<file path="src/rtl/pipe_stage_buff_if.sv">
// Valid/ready stream bundle carrying a data payload and a control payload.
// The producer side uses the master modport, the consumer side the slave modport.
interface pipe_stage_buff_if #(
    parameter int DATA_W = 128,
    parameter int CTRL_W = 16
);

    logic              valid;
    logic              ready;
    logic [DATA_W-1:0] data;
    logic [CTRL_W-1:0] ctrl;

    modport master (
        output valid,
        output data,
        output ctrl,
        input  ready
    );

    modport slave (
        input  valid,
        input  data,
        input  ctrl,
        output ready
    );

endinterface

</file>
<file path="src/rtl/pipe_stage_buff.sv">
// Pipeline stage register with a two-entry skid buffer.
// The main register drives the downstream side. The skid register absorbs the
// one extra entry that upstream may send before it sees the registered inReady
// fall, so there is no combinational path from outReady to inReady.
// Control fields read zero on every bubble, so a bubble never asserts a write enable.
module pipe_stage_buff #(
    parameter int DATA_W     = 128,
    parameter int CTRL_W     = 16,
    parameter bit CLEAR_DATA = 1'b0,
    parameter int CNT_W      = 16
) (
    input  logic             clk,
    input  logic             reset_n,
    input  logic             flush,
    pipe_stage_buff_if.slave  up,
    pipe_stage_buff_if.master dn,
    output logic [CNT_W-1:0] stallCnt
);

    typedef enum logic [1:0] {
        EMPTY = 2'd0,
        ONE   = 2'd1,
        FULL  = 2'd2
    } state_t;

    state_t state;
    state_t nextState;

    logic accept;
    logic emit;

    logic outValidReg;
    logic inReadyReg;

    logic [DATA_W-1:0] mainData;
    logic [CTRL_W-1:0] mainCtrl;
    logic [DATA_W-1:0] skidData;
    logic [CTRL_W-1:0] skidCtrl;

    logic mainLoadIn;
    logic mainLoadSkid;
    logic mainClear;
    logic skidLoadIn;
    logic skidClear;

    assign accept = up.valid & inReadyReg;
    assign emit   = outValidReg & dn.ready;

    // State register.
    always_ff @(posedge clk or negedge reset_n) begin
        if (!reset_n) begin
            state <= EMPTY;
        end else begin
            state <= nextState;
        end
    end

    // Next-state logic; flush overrides every handshake transition.
    always_comb begin
        nextState = state;
        if (flush) begin
            nextState = EMPTY;
        end else begin
            case (state)
                EMPTY: begin
                    if (accept) begin
                        nextState = ONE;
                    end
                end
                ONE: begin
                    if (accept && !emit) begin
                        nextState = FULL;
                    end else if (!accept && emit) begin
                        nextState = EMPTY;
                    end
                end
                FULL: begin
                    if (emit) begin
                        nextState = ONE;
                    end
                end
                default: begin
                    nextState = EMPTY;
                end
            endcase
        end
    end

    // Datapath steering decoded from the current state and this cycle's handshakes.
    always_comb begin
        mainLoadIn   = 1'b0;
        mainLoadSkid = 1'b0;
        mainClear    = 1'b0;
        skidLoadIn   = 1'b0;
        skidClear    = 1'b0;
        if (flush) begin
            mainClear = 1'b1;
            skidClear = 1'b1;
        end else begin
            case (state)
                EMPTY: begin
                    mainLoadIn = accept;
                end
                ONE: begin
                    if (accept && emit) begin
                        mainLoadIn = 1'b1;
                    end else if (accept) begin
                        skidLoadIn = 1'b1;
                    end else if (emit) begin
                        mainClear = 1'b1;
                    end
                end
                FULL: begin
                    if (emit) begin
                        mainLoadSkid = 1'b1;
                        skidClear    = 1'b1;
                    end
                end
                default: begin
                    mainClear = 1'b1;
                    skidClear = 1'b1;
                end
            endcase
        end
    end

    // Registered handshake flags, computed from the next state so both are pure flops.
    always_ff @(posedge clk or negedge reset_n) begin
        if (!reset_n) begin
            outValidReg <= 1'b0;
            inReadyReg  <= 1'b1;
        end else begin
            outValidReg <= (nextState != EMPTY);
            inReadyReg  <= (nextState != FULL);
        end
    end

    // Main register: takes the new entry, the skid entry, or empties to a bubble.
    always_ff @(posedge clk or negedge reset_n) begin
        if (!reset_n) begin
            mainData <= '0;
            mainCtrl <= '0;
        end else if (mainLoadIn) begin
            mainData <= up.data;
            mainCtrl <= up.ctrl;
        end else if (mainLoadSkid) begin
            mainData <= skidData;
            mainCtrl <= skidCtrl;
        end else if (mainClear) begin
            mainCtrl <= '0;
            if (CLEAR_DATA) begin
                mainData <= '0;
            end
        end
    end

    // Skid register: catches the entry that arrives while downstream is stalled.
    always_ff @(posedge clk or negedge reset_n) begin
        if (!reset_n) begin
            skidData <= '0;
            skidCtrl <= '0;
        end else if (skidLoadIn) begin
            skidData <= up.data;
            skidCtrl <= up.ctrl;
        end else if (skidClear) begin
            skidCtrl <= '0;
            if (CLEAR_DATA) begin
                skidData <= '0;
            end
        end
    end

    // Saturating count of cycles where downstream holds off a valid entry.
    always_ff @(posedge clk or negedge reset_n) begin
        if (!reset_n) begin
            stallCnt <= '0;
        end else if (outValidReg && !dn.ready && (stallCnt != {CNT_W{1'b1}})) begin
            stallCnt <= stallCnt + CNT_W'(1);
        end
    end

    assign up.ready = inReadyReg;
    assign dn.valid = outValidReg;
    assign dn.data  = mainData;
    assign dn.ctrl  = outValidReg ? mainCtrl : '0;

endmodule

</file>
<file path="src/flat_wrapper.sv">
// flat-port wrapper written by rule: the top's interface ports become plain ports
module pipe_stage_buff_flat 
#(
    parameter int DATA_W     = 128,
    parameter int CTRL_W     = 16,
    parameter bit CLEAR_DATA = 1'b0,
    parameter int CNT_W      = 16
)
  (clk, reset_n, flush, stallCnt, up_valid, up_data, up_ctrl, up_ready, dn_valid, dn_data, dn_ctrl, dn_ready);
  pipe_stage_buff_if #(.DATA_W(DATA_W), .CTRL_W(CTRL_W)) up_i ();
  pipe_stage_buff_if #(.DATA_W(DATA_W), .CTRL_W(CTRL_W)) dn_i ();
  input  logic clk;
  input  logic reset_n;
  input  logic flush;
  output logic [CNT_W-1:0] stallCnt;
  input wire logic [$bits(up_i.valid)-1:0] up_valid;
  input wire logic [$bits(up_i.data)-1:0] up_data;
  input wire logic [$bits(up_i.ctrl)-1:0] up_ctrl;
  output wire logic [$bits(up_i.ready)-1:0] up_ready;
  output wire logic [$bits(dn_i.valid)-1:0] dn_valid;
  output wire logic [$bits(dn_i.data)-1:0] dn_data;
  output wire logic [$bits(dn_i.ctrl)-1:0] dn_ctrl;
  input wire logic [$bits(dn_i.ready)-1:0] dn_ready;
  assign up_i.valid = up_valid;
  assign up_i.data = up_data;
  assign up_i.ctrl = up_ctrl;
  assign up_ready = up_i.ready;
  assign dn_valid = dn_i.valid;
  assign dn_data = dn_i.data;
  assign dn_ctrl = dn_i.ctrl;
  assign dn_i.ready = dn_ready;
  pipe_stage_buff #(.DATA_W(DATA_W), .CTRL_W(CTRL_W), .CLEAR_DATA(CLEAR_DATA), .CNT_W(CNT_W)) u_core (.clk(clk), .reset_n(reset_n), .flush(flush), .up(up_i), .dn(dn_i), .stallCnt(stallCnt));
endmodule
</file>
<file path="config.mk">
export PLATFORM = sky130hd
export DESIGN_NAME = pipe_stage_buff_flat
export DESIGN_NICKNAME = d
export VERILOG_FILES = /design/src/rtl/pipe_stage_buff_if.sv /design/src/rtl/pipe_stage_buff.sv /design/src/flat_wrapper.sv
export SDC_FILE = /design/constraint.sdc
export NUM_CORES = 1
export LEC_CHECK = 0
export ABC_AREA = 1
export CAP_MARGIN = 30
export CORE_ASPECT_RATIO = 0.8
export CORE_MARGIN = 10
export CORE_UTILIZATION = 26
export DETAILED_ROUTE_END_ITERATION = 12
export HOLD_SLACK_MARGIN = 0.15
export PLACE_DENSITY = 0.55
export SYNTH_ARGS = -nofsm -noshare
export SYNTH_HDL_FRONTEND = slang
export SYNTH_SLANG_ARGS = --single-unit
</file>
<file path="constraint.sdc">
create_clock -name clk -period 1.6 [get_ports clk]
set_input_delay 0.16 -clock clk [delete_from_list [all_inputs] [get_ports clk]]
set_output_delay 0.16 -clock clk [all_outputs]
set_load 0.01 [all_outputs]
</file>
## Yosys cells after proc, flatten, opt, wreduce, memory -nomap -nowiden

Index checks and enable logic that the tools add are counted.

| operators by class | value |
|---|---|
| $add $sub $neg | 1 |
| equal/unequal tests | 4 |
| multiplexer cells | 30 |
| bitwise logic cells | 2 |
| reductions and logical operators | 15 |

Operator list:

| kind | number |
|---|---|
| 128-bit two-way mux | 2 |
| 16-bit two-way mux | 6 |
| 16-bit by 1-bit adder with 16-bit output (second input constant) | 1 |
| 16-bit != test (second input constant) | 1 |
| 1-bit two-way mux | 13 |
| 2-bit two-way mux | 5 |
| 1-bit case mux with 2 select lines | 3 |
| 2-bit case mux with 3 select lines | 1 |
| 2-bit nonzero test | 3 |
| 1-bit logical AND | 5 |
| 2-bit OR reduction | 2 |
| 1-bit logical NOT | 3 |
| 3-bit nonzero test | 1 |
| 1-bit AND | 2 |
| 2-bit by 1-bit equality test with 1-bit output (second input constant) | 1 |
| 2-bit equality test (second input constant) | 1 |
| 2-bit logical NOT | 1 |
| 2-bit != test (second input constant) | 1 |

| storage, ports and cells | value |
|---|---|
| bits in registers | 308 |
| input port bits | 149 |
| output and inout port bits | 162 |
| logic and storage cells | 60 |

## Longest topological paths before layout

| logic depth | value |
|---|---|
| depth in word-level cells | 9 |
| mapped depth | 10 |
| depth with buffers taken out | 8 |

## Least setup slack after synthesis

Ideal clock, no wire load.

| timing path | value |
|---|---|
| kind | register to register |
| from | register u_core.stallCnt[0] |
| to | register u_core.stallCnt[3] |
| library setup time | 0.116 ns |
| arrival | 1.471 ns |
| required time | 1.484 ns |
| setup slack | 0.013 ns |
| stages on the path, launching flop included | 10 |
| path buffers | 1 |
| period minus slack after synthesis | 1.587 ns |
| cell sequence | dfrtp_1 -> ha_1 -> nand3_2 -> clkinv_1 -> nand2_1 -> o21ai_4 -> inv_2 -> buf_2 -> nand2_1 -> nand2_1 |

| on the way | value |
|---|---|
| longest elaborated chain between the ends | 2 |
| elaborated cells between the ends (all ways) | 3 |
| classes of those cells | 1 x add/sub; 1 x eq/ne; 1 x reduce/logical |

RTL lines:

| element | line | text |
|---|---|---|
| start, declared | pipe_stage_buff.sv:17 | `output logic [CNT_W-1:0] stallCnt` |
| start signal, assigned | pipe_stage_buff.sv:178 | `stallCnt <= stallCnt + CNT_W'(1);` |
| branches (longest 2 deep; another with 16-bit by 1-bit adder with 16-bit output) | -- |  |

Several ways; the timed one is not identified.
A chain may end at the register's enable or synchronous reset.

## Final worst setup path

| timing path | value |
|---|---|
| from | register u_core.outValidReg, in the netlist u_core.dn.valid |
| to | output dn_ctrl[13] |

| on the way | value |
|---|---|
| longest elaborated chain between the ends | 1 |

RTL lines:

| element | line | text |
|---|---|---|
| start, declared | pipe_stage_buff.sv:32 | `logic outValidReg;` |
| start signal, assigned | pipe_stage_buff.sv:133 | `outValidReg <= (nextState != EMPTY);` |
| 16-bit two-way mux | pipe_stage_buff.sv:185 | `assign dn.ctrl = outValidReg ? mainCtrl : '0;` |
| end, declared | flat_wrapper.sv:22 | `output wire logic [$bits(dn_i.ctrl)-1:0] dn_ctrl;` |

No other way between the ends.

==> metrics.md <==
| Metric | Value |
|---|---|
| Status | `finished, violations left` |
| Failing checks | `negative setup slack` |
| Worst-skew pair later-pin latency | `0.56 ns` |
| DRT antenna net count | `0` |
| TritonCTS buffer count | `36` |
| Crit Path Max Fanout | `8` |
| Count of pins over their slew limit | `0` |
| Via count | `11900` |
| Clock transition at path regs | `0.06 ns` |
| Syn nets | `1616` |
| Critical Path End Type | `output port` |
| Worst-Margin Slew | `0.424 ns` |
| Die Height | `221 um` |
| EDFF count, synth | `0` |
| Synth Cell Area | `0.0132 mm2` |
| DIE AREA | `0.0601 mm2` |
| Core region area | `0.0499 mm2` |
| GR Overflow Total | `0` |
| Critical path class | `register to output port` |
| Pwr dens | `1240 mW/mm2` |
| Share of layout cells above drive strength 1 | `0.278` |
| Setup WS post-layout | `-0.141 ns` |
| All-Layer GR Usage | `0.157` |
| Post-synthesis simple-gate area fraction | `0.183` |
| # DRC | `0` |
| Per-cell routed wire length | `20.2 um` |
| HPWL after DPL | `28.6 mm` |
| Placed inst area | `0.0174 mm2` |
| Yosys cell types | `29` |
| Unrepaired setup endpoints after global routing | `yes` |
| Vias in the first global route | `11900` |
| First-pass GRT wire length | `74.0 mm` |
| Largest net degree at the start of global routing | `68` |
| Multiplexer share of the synthesized area | `0` |
| Post-synth ARST share | `1.00` |
| Setup Viol. Count Final | `207` |
| Antenna violations before repair | `5` |
| Initial Util | `0.264` |
| Multi-input gate area | `0.00548 mm2` |
| Worst Hold Class | `input pin to register` |
| MaxCap Viol Count | `0` |
| Most common cell after layout, fill and taps aside | `nand2_1` |
| P&R area growth vs syn | `64.5%` |
| Commonest non-fill, non-tap cells in the layout | `nand2_1 (325), dfrtp_1 (306), inv_1 (163)` |
| Vias per inst | `4.60` |
| Final hold vios | `0` |
| Fill count | `4766` |
| Synth Area in Compound Gates | `0.135` |
| Clock Sink Count | `308` |
| Largest family of logic cells by synthesized area | `simple AND/OR/NAND/NOR gates` |
| Worst-case clock buffer depth | `3` |
| FMAX | `574 MHz` |
| Syn. warnings | `0` |
| FF+latch area | `0.00771 mm2` |
| Setup Skew | `0.0209 ns` |
| CTS root buf | `clkbuf_16` |
| Routed wire length | `52.6 mm` |
| Pre-CTS setup slack | `-0.187 ns` |
| Seq cells post-synth | `308` |
| Synthesized netlist cell count | `1466` |
| Post-route clock period utilization | `1.09` |
| Fin area | `0.0216 mm2` |
| Synth Area per Inst | `8.98 um2` |
| Row cnt | `73` |
| Port buffer count | `310` |
| # IOs | `311` |
| Post-synthesis xor/xnor area fraction | `0.00466` |
| Die W | `272 um` |
| Drt first pass iters | `5` |
| Slew HR | `0.717` |
| Main synth FF type | `dfrtp_1` |
| Synth area leaders | `dfrtp_1 (58%), nand2_1 (15%), o211ai_1 (6.7%), inv_1 (5.1%), o21ai_0 (3.8%)` |
| Register area share after synthesis | `0.586` |
| Min Tclk post-route | `1.74 ns` |
| CP startpoint kind | `register` |
| Leakage | `10.8 nW` |
| Critical path required time | `1.44 ns` |
| CTS tree | `built` |
| Starting DRT DRC Count | `909` |
| NumNets Final | `2048` |
| Placer congestion estimate | `0.755` |
| Worst VDD drop | `0.697 mV` |
| Top cell type's share of synthesized area | `0.584` |
| Yosys top cell by area | `dfrtp_1` |
| Arr. time, crit path | `1.58 ns` |
| Post-synthesis adder-cell area fraction | `0.000951` |
| H-tree depth | `2` |
[metal layers]
| metal | track usage | part of all wire | up-vias |
|---|---|---|---|
| li1 | - | - | 5588 |
| met2 | 0.239 | 0.45 | 363 |
| met4 | 0.0401 | 0.020 | 8 |
| met3 | 0.0420 | 0.062 | 81 |
| met1 | 0.218 | 0.46 | 5903 |
| met5 | 0 | 0.00080 | - |
[cell type report]
class	count	area share
diodes	1	0.000116
repair buffers	472	0.261
inverters	184	0.0346
clock buffers	49	0.0462
well taps	675	0.0390
clock inverters	14	0.00676
flip-flops and latches	308	0.356
repair inverters	3	0.00260
multi-input cells	893	0.253
[worst max-delay path, cell delays in order, from the launching register on]
cell	delay, ns
dfrtp_2	0.40
buf_4	0.14
buf_12	0.14
buf_6	0.13
nand2_2	0.05
inv_2	0.05
buf_6	0.11
[through the flow]
stage | hold slack, ns | cells | setup TNS, ns | total power, W | utilization
final | 0.176 | 2599 | -11.28 | 0.0269 | 0.434
after global routing | 0.180 | 2598 | -29.81 | 0.0285 | 0.434
after CTS | 0.151 | 2568 | -19.06 | 0.0261 | 0.402
after detailed placement | 0.108 | 2441 | -31.52 | 0.0176 | 0.349
after global placement | 0.112 | 2441 | -27.29 | 0.0173 | 0.349
after floorplan | -0.136 | 1466 | 0 | 0.0139 | -
[cell usage after synthesis (2+ instances only)]
| cell type | instances |
|---|---|
| nand2_1 | 519 |
| dfrtp_1 | 307 |
| inv_1 | 178 |
| o211ai_1 | 118 |
| o21ai_0 | 100 |
| nand3_1 | 41 |
| o21ai_1 | 40 |
| buf_2 | 31 |
| nor2_1 | 30 |
| clkbuf_1 | 22 |
| buf_6 | 17 |
| a21oi_1 | 10 |
| o211ai_2 | 10 |
| buf_4 | 8 |
| xnor2_1 | 7 |
| nand4_1 | 6 |
| inv_2 | 5 |
| nor2_4 | 4 |
| buf_1 | 2 |
| nand3_2 | 2 |
[where the power goes]
part	switching (W)	internal, W
Combinational	0.00344	0.00358
Clock	0.00345	0.00474
Sequential	0.00170	0.0100
Total	0.00859	0.0183
[final timing paths]
check | start | endpoint | slack (ns) | cells past startpoint
setup / recovery | u_core.dn.valid | dn_ctrl[13] | -0.14 | 6
hold / removal | up_ctrl[4] | u_core.skidCtrl[4] | 0.18 | 3
setup reg to reg | u_core.dn.valid | u_core.dn.data[6] | -0.10 | 12
hold reg to reg | u_core.skidData[59] | u_core.skidData[59] | 0.48 | 2
max in group asynchronous | reset_n | u_core.skidData[0] | 0.24 | 4
min in group asynchronous | reset_n | u_core.dn.data[95] | 0.68 | 3
[registers in the layout, indices dropped and copies added (netlist names)]
| name | flops |
|---|---|
| u_core.dn.data | 128 |
| u_core.skidData | 128 |
| u_core.up.ready | 1 |
| u_core.state | 2 |
| u_core.skidCtrl | 16 |
| u_core.dn.valid | 1 |
| u_core.stallCnt | 16 |
| u_core.mainCtrl | 16 |
[cells by family after synthesis]
group	Yosys count
simple gates	606
flops	308
compound gates	279
buf+inv	265
xor+xnor	7
fa+ha+maj	1
[timing repair]
item,CTS,global route
setup endpoints to repair,276,318
setup buffers,28,13
gates cloned,31,26
pin swaps,8,50
hold buffers,7,0
resized for setup,481,329
endpoints found under the hold margin,312,0
No activity file was read; power rests on OpenSTA's default activity.
